File: src/rtl/pipe_pkg.sv
// Shared pipeline definitions: PC mux select encodings and the 2-bit
// saturating counter used by the branch history table.
package pipe_pkg;

  typedef logic [1:0] ctr_t;

  localparam ctr_t CTR_RESET = 2'b01;

  localparam logic [1:0] BRSEL_SEQ   = 2'd0;
  localparam logic [1:0] BRSEL_PRED  = 2'd1;
  localparam logic [1:0] BRSEL_RECNT = 2'd2;
  localparam logic [1:0] BRSEL_RECT  = 2'd3;

  function automatic ctr_t ctr_next(input ctr_t c, input logic taken);
    ctr_t n;
    n = c;
    if (taken) begin
      if (c != 2'b11) n = c + 2'd1;
    end else begin
      if (c != 2'b00) n = c - 2'd1;
    end
    return n;
  endfunction

endpackage

File: src/rtl/branch_hist_table.sv
// Branch history table: 2^IDX_W two-bit saturating counters with one
// combinational read port and one clocked update port (no read bypass).
module branch_hist_table
  import pipe_pkg::*;
#(
  parameter int IDX_W = 6
) (
  input  logic             clk,
  input  logic             rst_n,
  input  logic [IDX_W-1:0] rd_idx,
  output ctr_t             rd_ctr,
  input  logic             wr_en,
  input  logic [IDX_W-1:0] wr_idx,
  input  logic             wr_taken
);

  localparam int DEPTH = 1 << IDX_W;

  ctr_t tbl [DEPTH];

  assign rd_ctr = tbl[rd_idx];

  always_ff @(posedge clk or negedge rst_n) begin
    if (!rst_n) begin
      for (int i = 0; i < DEPTH; i++) tbl[i] <= CTR_RESET;
    end else if (wr_en) begin
      tbl[wr_idx] <= ctr_next(tbl[wr_idx], wr_taken);
    end
  end

endmodule

File: src/rtl/branch_predict_ctrl.sv
// D-stage branch prediction and E-stage resolve/recovery: drives the PC mux
// select and D flush, trains the BHT, and counts mispredicts.
module branch_predict_ctrl
  import pipe_pkg::*;
#(
  parameter int PC_W   = 32,
  parameter int IDX_W  = 6,
  parameter int MISS_W = 16
) (
  input  logic              clk,
  input  logic              rst_n,
  input  logic              branchD,
  input  logic [PC_W-1:0]   pcD,
  input  logic              stallD,
  input  logic              branchE,
  input  logic [PC_W-1:0]   pcE,
  input  logic              takenE,
  input  logic              predtakenE,
  output logic              predtakenD,
  output logic [1:0]        brmuxsel,
  output logic              flushD,
  output logic              mispredictE,
  output logic [MISS_W-1:0] misscount,
  input  logic              clr_misscount
);

  ctr_t rd_ctr;

  // Word-aligned PCs: the two low bits and the bits above the index are
  // not used for lookup, so different PCs may alias to one entry.
  logic unused_pc_bits;
  assign unused_pc_bits = ^{pcD[PC_W-1:IDX_W+2], pcD[1:0],
                            pcE[PC_W-1:IDX_W+2], pcE[1:0]};

  branch_hist_table #(.IDX_W(IDX_W)) u_bht (
    .clk      (clk),
    .rst_n    (rst_n),
    .rd_idx   (pcD[IDX_W+1:2]),
    .rd_ctr   (rd_ctr),
    .wr_en    (branchE),
    .wr_idx   (pcE[IDX_W+1:2]),
    .wr_taken (takenE)
  );

  assign predtakenD  = branchD & rd_ctr[1];
  assign mispredictE = branchE & (takenE ^ predtakenE);

  // E-stage recovery outranks any D-stage prediction, stalled or not.
  always_comb begin
    brmuxsel = BRSEL_SEQ;
    flushD   = 1'b0;
    if (mispredictE) begin
      brmuxsel = takenE ? BRSEL_RECT : BRSEL_RECNT;
      flushD   = 1'b1;
    end else if (predtakenD && !stallD) begin
      brmuxsel = BRSEL_PRED;
    end
  end

  always_ff @(posedge clk or negedge rst_n) begin
    if (!rst_n) begin
      misscount <= '0;
    end else if (clr_misscount) begin
      misscount <= '0;
    end else if (mispredictE && (misscount != {MISS_W{1'b1}})) begin
      misscount <= misscount + 1'b1;
    end
  end

endmodule

File: config.mk
export PLATFORM = sky130hd
export DESIGN_NAME = branch_predict_ctrl
export DESIGN_NICKNAME = d
export VERILOG_FILES = /design/src/rtl/pipe_pkg.sv /design/src/rtl/branch_hist_table.sv /design/src/rtl/branch_predict_ctrl.sv
export SDC_FILE = /design/constraint.sdc
export NUM_CORES = 1
export LEC_CHECK = 0
export CELL_PAD_IN_SITES_DETAIL_PLACEMENT = 1
export CELL_PAD_IN_SITES_GLOBAL_PLACEMENT = 1
export CORE_MARGIN = 2
export CORE_UTILIZATION = 49
export CTS_CLUSTER_DIAMETER = 200
export DETAILED_ROUTE_END_ITERATION = 8
export HOLD_SLACK_MARGIN = 0.02
export PLACE_DENSITY = 0.88
export SLEW_MARGIN = 20
export SYNTH_ARGS = -nofsm -noshare
export SYNTH_HDL_FRONTEND = slang
export SYNTH_HIERARCHICAL = 1
export SYNTH_SLANG_ARGS = --single-unit
export TNS_END_PERCENT = 50
File: constraint.sdc
create_clock -name clk -period 7.4 [get_ports clk]
set_clock_uncertainty 0.1 [all_clocks]
set_input_delay 1.85 -clock clk [delete_from_list [all_inputs] [get_ports clk]]
set_output_delay 1.85 -clock clk [all_outputs]
set_load 0.02 [all_outputs]
## After elaboration in Yosys (flattened, before gate mapping)

Index checks and enable logic that the tools add are counted.

| storage, ports and cells | value |
|---|---|
| register bits after elaboration | 144 |
| bits of input ports | 72 |
| output and inout bits | 21 |
| word-level logic and storage cells | 103 |

| cells by class | value |
|---|---|
| $add $sub $neg | 3 |
| order comparisons | 3 |
| equality and inequality tests | 2 |
| mux-type cells | 19 |
| bitwise operators | 5 |
| reduce and logical (&&, ||, !) cells | 6 |

Operator list:

| operator | count |
|---|---|
| $bwmux 128 | 1 |
| $mux 16 | 2 |
| $bmux 2 s6 | 2 |
| $mux 2 | 10 |
| $add 16x1->16 const B | 1 |
| $ne 16x16->1 const B | 1 |
| $ge 7x7->1 const B | 2 |
| $not 6->7 | 2 |
| $demux 2 s6 | 1 |
| $lt 7x1->1 const B | 1 |
| $reduce_bool 2->1 | 2 |
| $logic_and 1x1->1 | 3 |
| $mux 1 | 3 |
| $add 2x1->2 const B | 1 |
| $and 1x1->1 | 2 |
| $ne 2x2->1 const B | 1 |
| $sub 2x1->2 const B | 1 |
| $logic_not 1->1 | 1 |
| $xor 1x1->1 | 1 |

## Logic depth before layout (Yosys ltp)

Gate-level depths: netlist of the first run.

| depth | value |
|---|---|
| word-level depth | 9 |
| mapped depth | 12 |
| mapped depth without buffers | 7 |

## Modules after synthesis

Netlist of the first run, hierarchy kept.

Modules (own cells, without submodules):

| module | instances | cells an instance | area an instance (µm²) | seq. area each (µm²) |
|---|---|---|---|---|
| branch_hist_table | 1 | 686 | 7429.6 | 3283.1 |
| branch_predict_ctrl | 1 | 110 | 993.5 | 400.4 |

## Worst setup path after synthesis of the first run

Ideal clock, no wire load.

| timing path | value |
|---|---|
| kind | input port to output port |
| start point | input pcD[2] |
| end point | output brmuxsel[0] |
| arrival | 4.308 ns |
| data required time | 5.450 ns |
| path slack | 1.142 ns |
| stages on the path | 7 |
| buffers on the path | 2 |
| cell sequence | clkbuf_1 buf_1 mux4_2 mux4_2 mux4_2 nand2_1 o31ai_1 |

| between the ends | value |
|---|---|
| word-level cells in the longest chain between the ends | 8 |

Ends and longest elaborated chain:

| what | line | source |
|---|---|---|
| start, declared | branch_predict_ctrl.sv:13 | `input logic [PC_W-1:0] pcD,` |
| $not 6->7 (implied by the code) | branch_hist_table.sv:21 | `assign rd_ctr = tbl[rd_idx];` |
| $bmux 2 s6 | branch_hist_table.sv:21 |  |
| $mux 2 (implied by the code) (2 in a row) | branch_hist_table.sv:21 |  |
| via rd_ctr[1] | branch_predict_ctrl.sv:27 | `ctr_t rd_ctr;` |
| $and 1x1->1 | branch_predict_ctrl.sv:45 | `assign predtakenD = branchD & rd_ctr[1];` |
| $logic_and 1x1->1 | branch_predict_ctrl.sv:55 | `end else if (predtakenD && !stallD) begin` |
| $mux 1 | branch_predict_ctrl.sv:55 |  |
| $mux 2 | branch_predict_ctrl.sv:52 | `if (mispredictE) begin` |
| end, declared | branch_predict_ctrl.sv:20 | `output logic [1:0] brmuxsel,` |

The timed path passes the listed nets, and every way through them passes these cells. The select of a mux whose other input is x is not followed.

## Final worst setup path of the first run

Ends and elaborated chain as after synthesis.

==> out/metrics.csv, run 1 <==
stage,metric,value,unit
sta,setup_viol,0,
cells_and_area,final_area,9130,um2
setup_path,endpoint_kind,output port,
clock_network,post_cts_resize_count,0,
clock_network,clock_latency,0.43,ns
setup_path,worst_path_most_repeated_cell,mux4_2,
pwr,ir_worst_vdd,0.179,mV
floorplanning,dieArea,17300,um2
detailed_routing,vias,6801,
sta,worstMarginPinSlew,1.12,ns
floorplanning,start_util,0.500,
placed_design,hpwl,15900,um
detailed_routing,dr.pass1.iters,5,
detailed_routing,wl_per_cell,25.7,um
setup_path,cp_cell_sequence,clkdlybuf4s50_1 > buf_12 > mux4_2 > mux4_2 > mux4_2 > nand2_1 > o31ai_1 > clkdlybuf4s50_1,
floorplanning,die_x,131,um
detailed_routing,vias_per_cell,6.71,
detailed_routing,drt_iter0_markers,571,
synthesis,syn_nets,848,
placed_design,gp_congestion,0.877,
clock_network,cts_max_level,4,
synthesis,synth_area,7950,um2
setup_path,cp.required,5.45,ns
sta,fin_ws,0.561,ns
sta,fin_crit_sh,0.924,
sta,fin_crit,6.84,ns
floorplanning,ioPinCount,93,
grt,grt_pass1_vias,7574,
placed_design,portBuffers,40,
clock_network,cts_tree,built,
sta,fmax,146,MHz
clock_network,numCtsBuffers,17,
setup_path,worstSetupPathType,in -> out,
grt,track_usage,0.312,
pwr,p_switching,588,uW
pwr,power.leakage,3.42,nW
floorplanning,die_h,131,um
clock_network,ctsLongestPathBuffers,2,
synthesis,ys_warn_count,6,
placed_design,dp_cells,981,
cells_and_area,drive_gt1_frac,0.225,
pwr,powerDensity,246,nW/um2
cells_and_area,area_growth,14.9,%
outcome,status,completed,
sta,setup_tns,0,ns
clock_network,clkSlewWorstSetupHoldPaths,0.06,ns
clock_network,clkSinkCount,144,
setup_path,cp_top_family,multiplexers,
grt,grt.overflow.total,0,
synthesis,avgSynthCellArea,10.3,um2
pwr,seqPwrFrac,0.418,
clock_network,hold_buffers,0,
setup_path,crit_fanout,16,
clock_network,root_buffer,clkbuf_16,
pwr,p_int,1.66,mW
cells_and_area,n_antenna_cell,0,
placed_design,place_area,8450,um2
detailed_routing,wl,26000,um
grt,grt_max_degree,89,
clock_network,post_cts_buffers,0,
cells_and_area,fillCellCount,1716,
flow_run,drv_cap,0,
setup_path,setup.worst_path.start_class,input port,
detailed_routing,drtAntennaViolNets,0,
pwr,combPwrFrac,0.136,
sta,maxSlewHeadroom,0.248,
setup_path,critical_path_arrival,4.89,ns
floorplanning,core,15900,um2
floorplanning,num_rows,46,
sta,slew_violations,0,
pwr,switching_share,0.262,
pwr,p_clk_frac,0.446,
placed_design,post-place-ws,0.569,ns
cells_and_area,fin_nets,857,
hold_path,hp-class,reg -> reg,
grt,grt_first_pass_wirelength,41800,um
setup_path,cpPeakStageDelay,0.55,ns
detailed_routing,remaining_drc_errors,0,
cells_and_area,stdcell_count,1013,
setup_path,critPathBufInv,3,
sta,rsz0062_at_grt,false,
synthesis,syn_inst,775,
grt,antenna_found_initial,0,
setup_path,slowest_stage,mux4_2,
sta,final_hold_viol_count,0,
[per-stage QoR]
step	utilization	power, mW	hold slack, ns
after floorplan	-	1.13	0.349
after global placement	0.532	1.21	0.356
after detailed placement	0.532	1.24	0.362
after CTS	0.575	2.25	0.373
after global routing	0.575	2.32	0.386
final	0.575	2.25	0.372
[cell usage in the layout, fill, tap and decap left out, drive strengths merged, types with 2 or more instances in the layout]
cell           instances
a211oi                 2
or4                    8
dfstp                 64
a222oi                 2
and3                   2
clkdlybuf4s50         37
nand3                  6
o22ai                  4
a21oi                 17
clkbuf                21
bufinv                 6
a221oi                 2
a22oi                 11
mux2                  20
dfrtp                 80
nand4                  8
inv                    8
clkinv                 4
nand3b                 4
nor4                   7
nand2                207
and3b                  3
o21ai                  7
o31ai                136
or3                    3
buf                   16
mux4                  35
nor4b                  2
nor3b                  5
nand2b                 4
nor2                  23
mux2i                 13
nor2b                  9
o21a                   2
o221ai                 2
nor3                   5
[worst paths after layout]
path,from,to,slack (ns),cells past startpoint
min reg2reg,u_bht/tbl[32],u_bht/tbl[32],0.37,2
min in group asynchronous,rst_n,u_bht/tbl[67],1.30,1
max in group asynchronous,rst_n,u_bht/tbl[11],4.72,2
max reg2reg,u_bht/tbl[120],u_bht/tbl[3],3.70,8
max,pcD[2],brmuxsel[0],0.56,8
min,u_bht/tbl[32],u_bht/tbl[32],0.37,2
[routing by layer]
| layer | global-route usage | wire length [um] | up-vias |
|---|---|---|---|
| met2 | 0.526 | 13100 | 312 |
| met5 | 0 | 0 | - |
| met3 | 0.0691 | 1670 | 113 |
| li1 | - | - | 2908 |
| met1 | 0.367 | 9860 | 3468 |
| met4 | 0.185 | 1410 | 0 |
[sequential cells by signal, summed over array words and instances, names as in the netlist]
| name | cells |
|---|---|
| misscount | 16 |
| u_bht/tbl | 128 |
[worst reg2reg max path: stages (launching register included)]
cell and delay [ns]:
dfstp_2 0.37, mux2_2 0.27, a221o_1 0.32, a222oi_1 0.43, nor2b_1 0.09, nor4_1 0.66, and3b_2 0.87, buf_12 0.29
o31ai_1 0.13
[cell type report]
| cell class | count | area [um2] | share of cell area |
|---|---|---|---|
| multi-input cells | 560 | 3940 | 0.432 |
| flip-flops and latches | 144 | 3680 | 0.403 |
| repair buffers | 53 | 531 | 0.0581 |
| clock buffers | 21 | 470 | 0.0515 |
| well taps | 216 | 270 | 0.0296 |
| clock inverters | 11 | 208 | 0.0227 |
| inverters | 8 | 30.0 | 0.00329 |
[power groups by stage]
stage                     Combinational [mW]  Clock, mW  Sequential [mW]
after floorplan                        0.204          0            0.929
after global placement                 0.278          0            0.937
after detailed placement               0.297          0            0.946
after CTS                              0.304       1.01            0.936
after global routing                   0.330       1.05            0.945
final                                  0.306       1.00            0.939
(Power assumes the default switching activity.)
==> run 2: changes to the inputs <==
--- a/config.mk
+++ b/config.mk
@@ -7,6 +7,7 @@
 export LEC_CHECK = 0
 export CELL_PAD_IN_SITES_DETAIL_PLACEMENT = 1
 export CELL_PAD_IN_SITES_GLOBAL_PLACEMENT = 1
+export CORE_ASPECT_RATIO = 0.7
 export CORE_MARGIN = 2
 export CORE_UTILIZATION = 49
 export CTS_CLUSTER_DIAMETER = 200
==> out/metrics.csv, run 2 (synthesis gave the netlist of run 1 again) <==
stage,metric,value,unit,change
flow_run,drv_cap,0,,unchanged
cells_and_area,fillCellCount,1682,,-2.0%
cells_and_area,top_regs,"u_bht/tbl x128, misscount x16",,
detailed_routing,wl_per_cell,26.0,um,+1.2%
detailed_routing,vias,6818,,+0.25%
pwr,switching_share,0.270,,+0.00829
detailed_routing,drt_iter0_markers,745,,+30%
cells_and_area,final_common_cell,nand2_1,,
sta,fmax,146,MHz,-0.40%
setup_path,cp_top_family,multiplexers,,
grt,grt_first_pass_wirelength,41100,um,-1.7%
pwr,ir_worst_vdd,0.204,mV,+14%
sta,setup_tns,0,ns,unchanged
setup_path,critical_path_arrival,4.92,ns,+0.03 ns
clock_network,post_cts_resize_count,0,,unchanged
placed_design,dp_cells,966,,-1.5%
sta,fin_crit_sh,0.928,,+0.00376
cells_and_area,fin_nets,858,,+0.12%
placed_design,portBuffers,40,,unchanged
sta,rsz0062_at_grt,false,,
detailed_routing,wl,26000,um,-0.27%
hold_path,hp-class,reg -> reg,,
floorplanning,dieArea,17300,um2,about the same
setup_path,endpoint_kind,output port,,
cells_and_area,largest_register_ffs,128,,unchanged
clock_network,numCtsBuffers,17,,unchanged
cells_and_area,stdcell_count,998,,-1.5%
floorplanning,die_x,156,um,+19%
detailed_routing,dr.pass1.iters,5,,unchanged
floorplanning,num_rows,38,,-17%
pwr,p_int,1.62,mW,-2.3%
clock_network,cts_tree,built,,
pwr,combPwrFrac,0.138,,+0.002
floorplanning,start_util,0.507,,+0.00623
clock_network,hold_buffers,0,,unchanged
setup_path,cpPeakStageDelay,0.57,ns,+0.02 ns
floorplanning,core,15700,um2,-1.2%
placed_design,gp_congestion,0.879,,+0.19%
pwr,seqPwrFrac,0.422,,+0.004
clock_network,root_buffer,clkbuf_16,,
sta,slew_violations,0,,unchanged
pwr,powerDensity,244,nW/um2,-0.93%
clock_network,cts_max_level,4,,unchanged
floorplanning,die_h,111,um,-16%
pwr,p_clk_frac,0.440,,-0.006
pwr,power.leakage,3.40,nW,-0.39%
setup_path,worstSetupPathType,in -> out,,
cells_and_area,drive_gt1_frac,0.223,,-0.00153
placed_design,hpwl,16700,um,+4.8%
cells_and_area,mostFrequentLayoutCells,"207 x nand2_1, 136 x o31ai_1, 80 x dfrtp_1, 64 x dfstp_2, 37 x clkdlybuf4s50_1",,
clock_network,ctsLongestPathBuffers,2,,unchanged
floorplanning,ioPinCount,93,,unchanged
setup_path,cp.required,5.45,ns,about the same
setup_path,slowest_stage,mux4_2,,
setup_path,setup.worst_path.start_class,input port,,
sta,setup_viol,0,,unchanged
grt,grt_max_degree,77,,-13%
setup_path,crit_fanout,16,,unchanged
setup_path,critPathBufInv,3,,unchanged
grt,grt_pass1_vias,7158,,-5.5%
grt,grt.overflow.total,0,,unchanged
cells_and_area,regMostFlops,u_bht/tbl,,
detailed_routing,vias_per_cell,6.83,,+1.8%
outcome,status,completed,,
clock_network,clkSinkCount,144,,unchanged
setup_path,cp_cell_sequence,clkdlybuf4s50_1 > buf_12 > mux4_2 > mux4_2 > mux4_2 > nand2_1 > o31ai_1 > clkdlybuf4s50_1,,
detailed_routing,drtAntennaViolNets,0,,unchanged
clock_network,post_cts_buffers,0,,unchanged
cells_and_area,area_growth,14.6,%,
sta,maxSlewHeadroom,0.153,,-0.0945
sta,fin_crit,6.87,ns,+0.0278 ns
sta,worstMarginPinSlew,1.27,ns,+0.141 ns
clock_network,clock_latency,0.44,ns,about the same
grt,track_usage,0.313,,+0.00137
sta,final_hold_viol_count,0,,unchanged
pwr,p_switching,599,uW,+1.9%
clock_network,clkSlewWorstSetupHoldPaths,0.06,ns,about the same
setup_path,worst_path_most_repeated_cell,mux4_2,,
detailed_routing,remaining_drc_errors,0,,unchanged
cells_and_area,n_antenna_cell,0,,unchanged
grt,antenna_found_initial,0,,unchanged
[run 2: worst register-to-register path, cell delays in order, from the launching register on]
cell,delay (ns)
dfrtp_1,0.41
mux4_2,0.48
mux2_2,0.28
a222oi_1,0.64
a41oi_1,0.35
and3b_2,0.74
buf_12,0.32
o31ai_1,0.13
[run 2: layout make-up]
cell class              count  area [um2]  area share
clock inverters            12         208      0.0228
clock buffers              20         457      0.0501
well taps                 200         250      0.0275
flip-flops and latches    144        3680       0.404
repair buffers             54         547      0.0600
inverters                   8        30.0     0.00330
multi-input cells         560        3930       0.432
[run 2: path summary, 6_finish.rpt]
kind	cells after the start	to	slack, ns	from
worst max-delay path	8	brmuxsel[0]	0.53	pcD[2]
worst min-delay path	2	u_bht/tbl[108]	0.37	u_bht/tbl[108]
worst max register to register	7	u_bht/tbl[29]	3.79	u_bht/tbl[9]
worst min register to register	2	u_bht/tbl[108]	0.37	u_bht/tbl[108]
max in group asynchronous	2	misscount[12]	4.48	rst_n
min in group asynchronous	1	u_bht/tbl[121]	1.34	rst_n
[run 2: metal layers]
metal | vias up | GRT usage | wire length [um]
li1 | 2918 | - | -
met2 | 297 | 0.490 | 12400
met5 | - | 0 | 0
met4 | 0 | 0.129 | 782
met3 | 65 | 0.0679 | 1910
met1 | 3538 | 0.425 | 10900
[run 2: power groups by stage]
stage                     clock [mW]  combinational [mW]  sequential [mW]
final                          0.977               0.306            0.937
after floorplan                    0               0.204            0.929
after CTS                      0.986               0.303            0.934
after global placement             0               0.280            0.938
after global routing            1.02               0.329            0.943
after detailed placement           0               0.299            0.946
[run 2: stage by stage]
stage	hold WS (ns)	setup slack (ns)	power [mW]	util	cell area [um2]
after global routing	0.394	0.470	2.29	0.581	9110
final	0.372	0.533	2.22	0.581	9110
after global placement	0.356	0.583	1.22	0.538	8440
after detailed placement	0.364	0.545	1.24	0.538	8440
after floorplan	0.349	1.46	1.13	-	7950
after CTS	0.373	0.518	2.22	0.581	9110
